File: src/rtl/keypad_scan_ctrl_if.sv
`default_nettype none
// ============================================================================
// Module   : keypad_scan_ctrl_if
// Purpose  : Row/column strobes and accepted-key outputs of the keypad scanner.
// Revision : 1.0
// ============================================================================
interface keypad_scan_ctrl_if;
    logic [3:0]  row_out;
    logic [3:0]  col_in;
    logic [15:0] onehot;
    logic        key_valid;
    logic        key_held;

    modport master (
        output row_out,
        output onehot,
        output key_valid,
        output key_held,
        input  col_in
    );

    modport slave (
        input  row_out,
        input  onehot,
        input  key_valid,
        input  key_held,
        output col_in
    );
endinterface
`default_nettype wire

File: src/rtl/keypad_scan_ctrl.sv
`default_nettype none
// ============================================================================
// Module   : keypad_scan_ctrl
// Purpose  : 4x4 keypad row scanner with frame-based press/release debounce.
// Revision : 1.0
// ============================================================================
module keypad_scan_ctrl #(
    parameter int SCAN_DIV        = 4,
    parameter int DEBOUNCE_FRAMES = 2
) (
    input  wire logic           clk,
    input  wire logic           rst,
    keypad_scan_ctrl_if.master  kp
);
    typedef enum logic [1:0] {
        S_IDLE    = 2'd0,
        S_PRESS   = 2'd1,
        S_HELD    = 2'd2,
        S_RELEASE = 2'd3
    } state_t;

    localparam logic [15:0] C_DIV_LAST = 16'(SCAN_DIV - 1);
    localparam logic [7:0]  C_DEB      = 8'(DEBOUNCE_FRAMES);

    logic [15:0] r_div;
    logic [1:0]  r_row;
    logic [15:0] r_frame;
    state_t      r_state;
    logic [7:0]  r_count;
    logic [15:0] r_cand;
    logic [15:0] r_onehot;
    logic        r_valid;
    logic        r_held;

    logic        w_sample;
    logic        w_frame_done;
    logic [15:0] w_frame_full;
    logic        w_empty;
    logic        w_single;
    logic [7:0]  w_count_inc;

    state_t      w_state_nx;
    logic [7:0]  w_count_nx;
    logic [15:0] w_cand_nx;
    logic [15:0] w_onehot_nx;
    logic        w_valid_nx;
    logic        w_held_nx;

    assign w_sample     = (r_div == C_DIV_LAST);
    assign w_frame_done = w_sample && (r_row == 2'd3);

    // The row-3 hits are merged combinationally so the frame can be judged in its sampling cycle.
    always_comb begin
        w_frame_full = r_frame;
        if (w_sample) begin
            for (int c = 0; c < 4; c++) begin
                if (!kp.col_in[c]) begin
                    w_frame_full[{r_row, c[1:0]}] = 1'b1;
                end
            end
        end
    end

    assign w_empty     = (w_frame_full == 16'h0000);
    assign w_single    = !w_empty && ((w_frame_full & (w_frame_full - 16'd1)) == 16'h0000);
    assign w_count_inc = (r_count == 8'hFF) ? r_count : r_count + 8'd1;

    always_comb begin
        w_state_nx  = r_state;
        w_count_nx  = r_count;
        w_cand_nx   = r_cand;
        w_onehot_nx = r_onehot;
        w_valid_nx  = 1'b0;
        w_held_nx   = r_held;
        if (w_frame_done) begin
            case (r_state)
                S_IDLE: begin
                    if (w_single) begin
                        w_cand_nx  = w_frame_full;
                        w_count_nx = 8'd1;
                        if (C_DEB <= 8'd1) begin
                            w_state_nx  = S_HELD;
                            w_onehot_nx = w_frame_full;
                            w_valid_nx  = 1'b1;
                            w_held_nx   = 1'b1;
                        end else begin
                            w_state_nx = S_PRESS;
                        end
                    end
                end
                S_PRESS: begin
                    if (!w_single) begin
                        w_state_nx = S_IDLE;
                    end else if (w_frame_full == r_cand) begin
                        w_count_nx = w_count_inc;
                        if (w_count_inc >= C_DEB) begin
                            w_state_nx  = S_HELD;
                            w_onehot_nx = r_cand;
                            w_valid_nx  = 1'b1;
                            w_held_nx   = 1'b1;
                        end
                    end else begin
                        w_cand_nx  = w_frame_full;
                        w_count_nx = 8'd1;
                    end
                end
                S_HELD: begin
                    if (w_empty) begin
                        w_count_nx = 8'd1;
                        if (C_DEB <= 8'd1) begin
                            w_state_nx = S_IDLE;
                            w_held_nx  = 1'b0;
                        end else begin
                            w_state_nx = S_RELEASE;
                        end
                    end
                end
                S_RELEASE: begin
                    if (w_empty) begin
                        w_count_nx = w_count_inc;
                        if (w_count_inc >= C_DEB) begin
                            w_state_nx = S_IDLE;
                            w_held_nx  = 1'b0;
                        end
                    end else begin
                        w_state_nx = S_HELD;
                    end
                end
                default: w_state_nx = S_IDLE;
            endcase
        end
    end

    always_ff @(posedge clk) begin
        if (rst) begin
            r_div    <= 16'd0;
            r_row    <= 2'd0;
            r_frame  <= 16'h0000;
            r_state  <= S_IDLE;
            r_count  <= 8'd0;
            r_cand   <= 16'h0000;
            r_onehot <= 16'h0000;
            r_valid  <= 1'b0;
            r_held   <= 1'b0;
        end else begin
            if (w_sample) begin
                r_div <= 16'd0;
                r_row <= r_row + 2'd1;
            end else begin
                r_div <= r_div + 16'd1;
            end
            r_frame  <= w_frame_done ? 16'h0000 : w_frame_full;
            r_state  <= w_state_nx;
            r_count  <= w_count_nx;
            r_cand   <= w_cand_nx;
            r_onehot <= w_onehot_nx;
            r_valid  <= w_valid_nx;
            r_held   <= w_held_nx;
        end
    end

    assign kp.row_out   = ~(4'b0001 << r_row);
    assign kp.onehot    = r_onehot;
    assign kp.key_valid = r_valid;
    assign kp.key_held  = r_held;
endmodule
`default_nettype wire

File: src/flat_wrapper.sv
// flat-port wrapper written by rule: the top's interface ports become plain ports
module keypad_scan_ctrl_flat 
#(
    parameter int SCAN_DIV        = 4,
    parameter int DEBOUNCE_FRAMES = 2
)
  (clk, rst, kp_row_out, kp_onehot, kp_key_valid, kp_key_held, kp_col_in);
  keypad_scan_ctrl_if kp_i ();
  input  wire logic clk;
  input  wire logic rst;
  output wire logic [$bits(kp_i.row_out)-1:0] kp_row_out;
  output wire logic [$bits(kp_i.onehot)-1:0] kp_onehot;
  output wire logic [$bits(kp_i.key_valid)-1:0] kp_key_valid;
  output wire logic [$bits(kp_i.key_held)-1:0] kp_key_held;
  input wire logic [$bits(kp_i.col_in)-1:0] kp_col_in;
  assign kp_row_out = kp_i.row_out;
  assign kp_onehot = kp_i.onehot;
  assign kp_key_valid = kp_i.key_valid;
  assign kp_key_held = kp_i.key_held;
  assign kp_i.col_in = kp_col_in;
  keypad_scan_ctrl #(.SCAN_DIV(SCAN_DIV), .DEBOUNCE_FRAMES(DEBOUNCE_FRAMES)) u_core (.clk(clk), .rst(rst), .kp(kp_i));
endmodule
File: config.mk
export PLATFORM = sky130hd
export DESIGN_NAME = keypad_scan_ctrl_flat
export DESIGN_NICKNAME = d
export VERILOG_FILES = /design/src/rtl/keypad_scan_ctrl_if.sv /design/src/rtl/keypad_scan_ctrl.sv /design/src/flat_wrapper.sv
export SDC_FILE = /design/constraint.sdc
export NUM_CORES = 1
export LEC_CHECK = 0
export BUFFER_PORTS_ARGS = -buffer_cell sky130_fd_sc_hd__buf_2
export CAP_MARGIN = 40
export CORE_AREA = 10 10 105 126
export DETAILED_ROUTE_END_ITERATION = 10
export DIE_AREA = 0 0 115 136
export PLACE_DENSITY = 0.65
export SLEW_MARGIN = 20
export SYNTH_ARGS = -nofsm -noshare
export SYNTH_HDL_FRONTEND = slang
export SYNTH_SLANG_ARGS = --single-unit
File: constraint.sdc
create_clock -name clk -period 3.3 [get_ports clk]
set_input_delay 0.495 -clock clk [delete_from_list [all_inputs] [get_ports clk]]
set_output_delay 0.495 -clock clk [all_outputs]
set_load 0.05 [all_outputs]
# [After elaboration in Yosys (flattened, before gate mapping)]
# Index checks and enable logic that the tools add are counted.
[totals] output_inout_bits=22 word_cells=113 inputBits=6 reg_bits=78
[classes] n_reduce_logical=20 addsub=4 magnitude_cmp=9 n_bitwise=10 n_eq_ne=18 mux=42 n_shift=1
[ops] op="$mux W16" n=11
[ops] op="$mux W8" n=6
[ops] op="$logic_not A16 Y1" n=2
[ops] op="$pmux W16 S2" n=1
[ops] op="$pmux W8 S4" n=1
[ops] op="$lt A4 B5 Y1 const B" n=4
[ops] op="$add A16 B1 Y16 const B" n=1
[ops] op="$and A16 B16 Y16" n=1
[ops] op="$eq A16 B16 Y1" n=1
[ops] op="$eq A16 B2 Y1 const B" n=1
[ops] op="$ge A4 B1 Y1 const B" n=4
[ops] op="$or A16 B13 Y16" n=1
[ops] op="$or A16 B14 Y16" n=1
[ops] op="$or A16 B15 Y16" n=1
[ops] op="$or A16 B16 Y16" n=1
[ops] op="$sub A16 B1 Y16 const B" n=1
[ops] op="$reduce_and A5 Y1" n=3
[ops] op="$mux W2" n=7
[ops] op="$ne A2 B1 Y1 const B" n=7
[ops] op="$mux W1" n=10
[ops] op="$ne A3 B3 Y1 const B" n=3
[ops] op="$add A8 B1 Y8 const B" n=1
[ops] op="$demux W1 S2" n=4
[ops] op="$eq A8 B8 Y1 const B" n=1
[ops] op="18 further kinds" n=30

# [Depth between registers and ports, before layout]
[depth] depth_word=22 ltp_mapped=14 ltp_nobuf=11

# [Least setup slack after synthesis]
# Ideal clock, no wire load.
[synth_path] kind="reg2reg" startpoint="register u_core.r_div[0]" endpoint="register u_core.r_onehot[10] (netlist: u_core.kp.onehot[10])" arrival_time_ps=3197 stages_incl_launch_ff=13 period_less_slack_ps=3324 setup_slack_ps=-24 n_path_buf=2 required_time_ps=3172 setup_time_ps=128 cell_sequence="dfxtp_1 -> ha_1 -> or4b_1 -> nor4_2 -> a21oi_1 -> xnor2_1 -> nor4_1 -> nand3_1 -> nor4bb_1 -> buf_4 -> buf_8 -> mux2i_1 -> nor2_1"
[synth_via] elab_chain_cells=7 elab_cells_between_ends=11 cone_classes="add/sub: 1; eq/ne: 2; mux: 1; bitwise: 1; reduce/logical: 6"
[synth_lines] item="start: declaration" line="keypad_scan_ctrl.sv:25" rtl="logic [15:0] r_div;"
[synth_lines] item="start signal: assignment" line="keypad_scan_ctrl.sv:150" rtl="r_div <= r_div + 16'd1;"
[synth_lines] item="$eq A16 B2 Y1 *" line="keypad_scan_ctrl.sv:49" rtl="assign w_sample = (r_div == C_DIV_LAST);"
[synth_lines] item="$mux W16" line="keypad_scan_ctrl.sv:55" rtl="if (w_sample) begin"
[synth_lines] item="$sub A16 B1 Y16" line="keypad_scan_ctrl.sv:65" rtl="assign w_single = !w_empty && ((w_frame_full & (w_frame_full - 16'd1)) == 16'h0000);"
[synth_lines] item="$and A16 B16 Y16" line="keypad_scan_ctrl.sv:65"
[synth_lines] item="$logic_not A16 Y1" line="keypad_scan_ctrl.sv:65"
[synth_lines] item="$logic_and A1 B1 Y1" line="keypad_scan_ctrl.sv:65"
[synth_lines] item="$reduce_and A5 Y1 (no line) *"
[synth_lines] item="end signal: assignment" line="keypad_scan_ctrl.sv:156" rtl="r_onehot <= w_onehot_nx;"
[synth_lines] item="end: declaration" line="keypad_scan_ctrl.sv:31" rtl="logic [15:0] r_onehot;"
# Mark *: on every way between the ends. The rest lies on a longest branch, timed or not.
# A chain may end at the register's enable or synchronous reset.

# [Final worst setup path]
[layout_path] startpoint="register u_core.r_frame[0]" endpoint="register u_core.r_onehot[9] (netlist: u_core.kp.onehot[9])"
[layout_via] elab_chain_cells=17 elab_cells_between_ends=20 cone_classes="add/sub: 1; eq/ne: 1; mux: 8; bitwise: 5; reduce/logical: 5"
[layout_lines] item="start: declaration" line="keypad_scan_ctrl.sv:27" rtl="logic [15:0] r_frame;"
[layout_lines] item="start signal: assignment" line="keypad_scan_ctrl.sv:152" rtl="r_frame <= w_frame_done ? 16'h0000 : w_frame_full;"
[layout_lines] item="$or A16 B13 Y16 (no line)"
[layout_lines] item="$mux W16" line="keypad_scan_ctrl.sv:57" rtl="if (!kp.col_in[c]) begin"
[layout_lines] item="$mux W16" line="keypad_scan_ctrl.sv:55"
[layout_lines] item="$or A16 B14 Y16 (no line)"
[layout_lines] item="$mux W16" line="keypad_scan_ctrl.sv:57"
[layout_lines] item="$mux W16" line="keypad_scan_ctrl.sv:55"
[layout_lines] item="$or A16 B15 Y16 (no line)"
[layout_lines] item="$mux W16" line="keypad_scan_ctrl.sv:57"
[layout_lines] item="$mux W16" line="keypad_scan_ctrl.sv:55"
[layout_lines] item="$or A16 B16 Y16 (no line)"
[layout_lines] item="$mux W16" line="keypad_scan_ctrl.sv:57"
[layout_lines] item="$mux W16 *" line="keypad_scan_ctrl.sv:55"
[layout_lines] item="$sub A16 B1 Y16" line="keypad_scan_ctrl.sv:65"
[layout_lines] item="$and A16 B16 Y16" line="keypad_scan_ctrl.sv:65"
[layout_lines] item="$logic_not A16 Y1" line="keypad_scan_ctrl.sv:65"
[layout_lines] item="$logic_and A1 B1 Y1" line="keypad_scan_ctrl.sv:65"
[layout_lines] item="$reduce_and A5 Y1 (no line) *"
# Mark *: on every way between the ends. The rest lies on a longest branch, timed or not. The select of a mux whose other input is x is not followed.

==> metrics <==
clock slew seen by the registers of the worst setup and hold paths ~60 ps; count of unresolved DRC violations after routing 0; outcome finished clean; Num CTS Buffers 9; number of core rows 42; Worst Max-Slew Pin Slew approximately 830 ps; power density normalized to cell area between 400 and 500 mW/mm²; maximum level of the CTS H-tree 3; leakage power summed over all cells 2.18 nW; number of instances in the placed design 698; die outline area between 0.015 and 0.02 mm²; number of antenna cells inserted 0; utilization of the core after routing 0.509; yosys warns 0; reported max-cap violation count 0; per-cell via count in the routed design around 5.7; leading cell type in the layout, fill and taps excluded dfxtp_1; cts-stage hold buffer count 0; Area growth syn-to-layout 31.0%; count of unique library cells instantiated by Yosys 65; endpoint class of the critical path flop; last weighted congestion value of the routability-driven placer 0.956; worst max-slew margin expressed relative to the limit 0.442; GRT overflow 0; setup repair after global routing missed its margin yes; library cell with the largest summed area after synthesis dfxtp_1; HPWL reported at the end of detailed placement 8.98 mm; peak supply drop between 200 and 300 µV; first-pass GRT wire length about 20 mm; maximum number of pins on one net before global-route repair 40; maximum clock frequency 0.305 GHz; number of clock sinks slightly below 80; async set or reset register ratio after synthesis 0; stage delay of the slowest cell on the critical path 540 ps; total placed instance area between 0.004 and 0.005 mm²; clock insertion delay at the later pin of the skew report between 300 and 400 ps; dpl ws -180 ps; Die X-Extent around 120 µm; Max clock buf depth 2; crit path kind reg2reg; leading cell types by total area after synthesis dfxtp_1 (37%), nor2_1 (5.8%), mux2i_1 (5.5%), nand2_1 (3.7%), a21oi_1 (3.2%); most used cells in the layout excluding fill and tap cells dfxtp_1 (74), nor2_1 (65), buf_4 (61); fin crit share 0.993; Slew Viols, Final 0; initial standard-cell utilization of the core 0.388; cell count after synthesis between 500 and 600; Final min period roughly 3300 ps; Worst Path Max Fanout 8; number of port buffers 27; commonest register cell after synthesis dfxtp_1; total non-filler cell area in the finished layout between 0.005 and 0.006 mm²; top-level port count 28; final instance count without filler cells between 700 and 800; average footprint of a synthesized cell 8.36 µm²; sequential cell area fraction in the yosys report 0.372; vias in the first global route roughly 4,000; Hold Fails Final Rpt 0; drt pass-1 iters 5; cells along the critical path or4_4 > or3_4 > o21bai_2 > or2_4 > a211oi_4 > o2111ai_2 > buf_6 > nor4bb_4 > buf_4 > buf_12 > mux2i_2 > nor2_1; path type of the worst min-delay path reg2reg; Critical Path Start Type flop; syn nets 515; wire length after detailed routing about 13 mm; clock tree from TritonCTS built; clk root buf clkbuf_16; Chip Height between 100 and 150 µm; area of the core around 0.011 mm²; initial DRC count 265; fraction of final layout cells sized beyond drive strength 1 0.283; library cell contributing the largest single delay on the critical path or4_4; global routing usage summed across all routing layers 0.158; required time of the critical path about 3500 ps; number of antenna violations at the first check in global routing 0; Setup violations, final 0; number of synthesized flops with an enable pin 0; aggregate negative setup slack 0 ps; final critical-path setup slack between 20 and 25 ps; nets@finish about 600; count of fill cells added during filler insertion roughly 1,000; via count between 4,000 and 5,000; average wire length per cell after detail routing roughly 18 µm; portion of synthesized cell area occupied by the leading cell type 0.372; Netlist Area Pre-Place around 0.0042 mm²; post-synthesis register bit count between 70 and 80; number of nets with antenna violations after routing 0; final setup skew about 5.8 ps; Critical Path AT between 3000 and 4000 ps
-- final timing paths --
check / start / end / slack, ps / depth (start not counted)
worst max-delay path: u_core.r_frame[0] / u_core.kp.onehot[9] / 20 / 12
worst min-delay path: u_core.kp.key_held / u_core.kp.key_held / 470 / 1
worst max register to register: u_core.r_frame[0] / u_core.kp.onehot[9] / 20 / 12
worst min register to register: u_core.kp.key_held / u_core.kp.key_held / 470 / 1
-- cell families (layout without fill, tap and decap cells) --
family	after synthesis	count (layout)	synth area share
muxes	23	23	0.0548
and+or+nand+nor	217	217	0.275
adders and majority gates	6	6	0.0179
DFF	78	78	0.372
xor gates and xnor gates	25	25	0.0521
buffers and inverters	40	127	0.0402
AOI/OAI and AO/OA	114	114	0.188
-- flip-flops by register name, summed over array words and instances, names as in the netlist --
name,flops
u_core.kp.key_held,1
u_core.kp.key_valid,1
u_core.kp.onehot,16
u_core.r_cand,16
u_core.r_count,8
u_core.r_div,16
u_core.r_frame,16
u_core.r_row,2
u_core.r_state,2
-- per-layer routing --
layer  track usage  wire length [µm]  up-vias  share of wire
li1              -                 -     1991              -
met1         0.179              4950     1923           0.39
met2         0.268              6540      138           0.51
met3        0.0406               845       34          0.066
met4        0.0799               414        0          0.032
met5             0                 0        -              0
-- where the power goes --
part           switching [W]  leakage, nW  internal (W)
clock               0.000395        0.137      0.000579
sequential        0.00000718        0.630      0.000950
combinational       0.000161         1.41      0.000129
-- critical path, delay by kind of cell, from the launching register on --
kind | cells | cell delay [ps]
buffers and inverters | 3 | 520
AND/OR/NAND/NOR | 5 | 1500
flip-flops | 1 | 320
AO/OA/AOI/OAI | 3 | 600
multiplexers | 1 | 210
-- cells in the mapped netlist, drive strengths merged, types with 3 or more instances --
cell type	n
xor2	13
or2	11
or3	10
ha	6
o32ai	5
o21a	3
nand2	41
o211ai	5
a311oi	3
and3	6
o21bai	4
nand3	20
nor3	10
o31ai	6
clkbuf	17
nor2b	4
o22ai	6
nor4	10
a211oi	14
a31oi	8
dfxtp	78
mux2i	23
nand4	8
o21ai	13
xnor2	12
a21oi	27
a31o	4
buf	5
or4	5
and2	13
nor2	65
inv	18
-- through the flow --
step	hold WS, ps	total power (W)
detailed placement	455	0.00122
CTS	471	0.00220
floorplan	418	0.00111
finish	467	0.00222
global placement	454	0.00122
global route	506	0.00231
-- repair_timing --
| action | 4_1_cts | 5_1_grt |
|---|---|---|
| resized for setup | 8 | 42 |
| setup buffers | 0 | 6 |
| pin swaps | 0 | 20 |
| endpoints found under the setup margin | 28 | 44 |
| cloned | 0 | 3 |
-- layout make-up --
type | instances | area [µm²] | share of cell area
clock buffer | 9 | 225 | 0.0409
inverter | 18 | 67.6 | 0.0123
sequential | 78 | 1570 | 0.285
multi-input combinational | 385 | 2700 | 0.491
timing repair buffer | 94 | 714 | 0.130
tap | 132 | 165 | 0.0300
clock inverter | 6 | 63.8 | 0.0116
(Power assumes the default switching activity.)
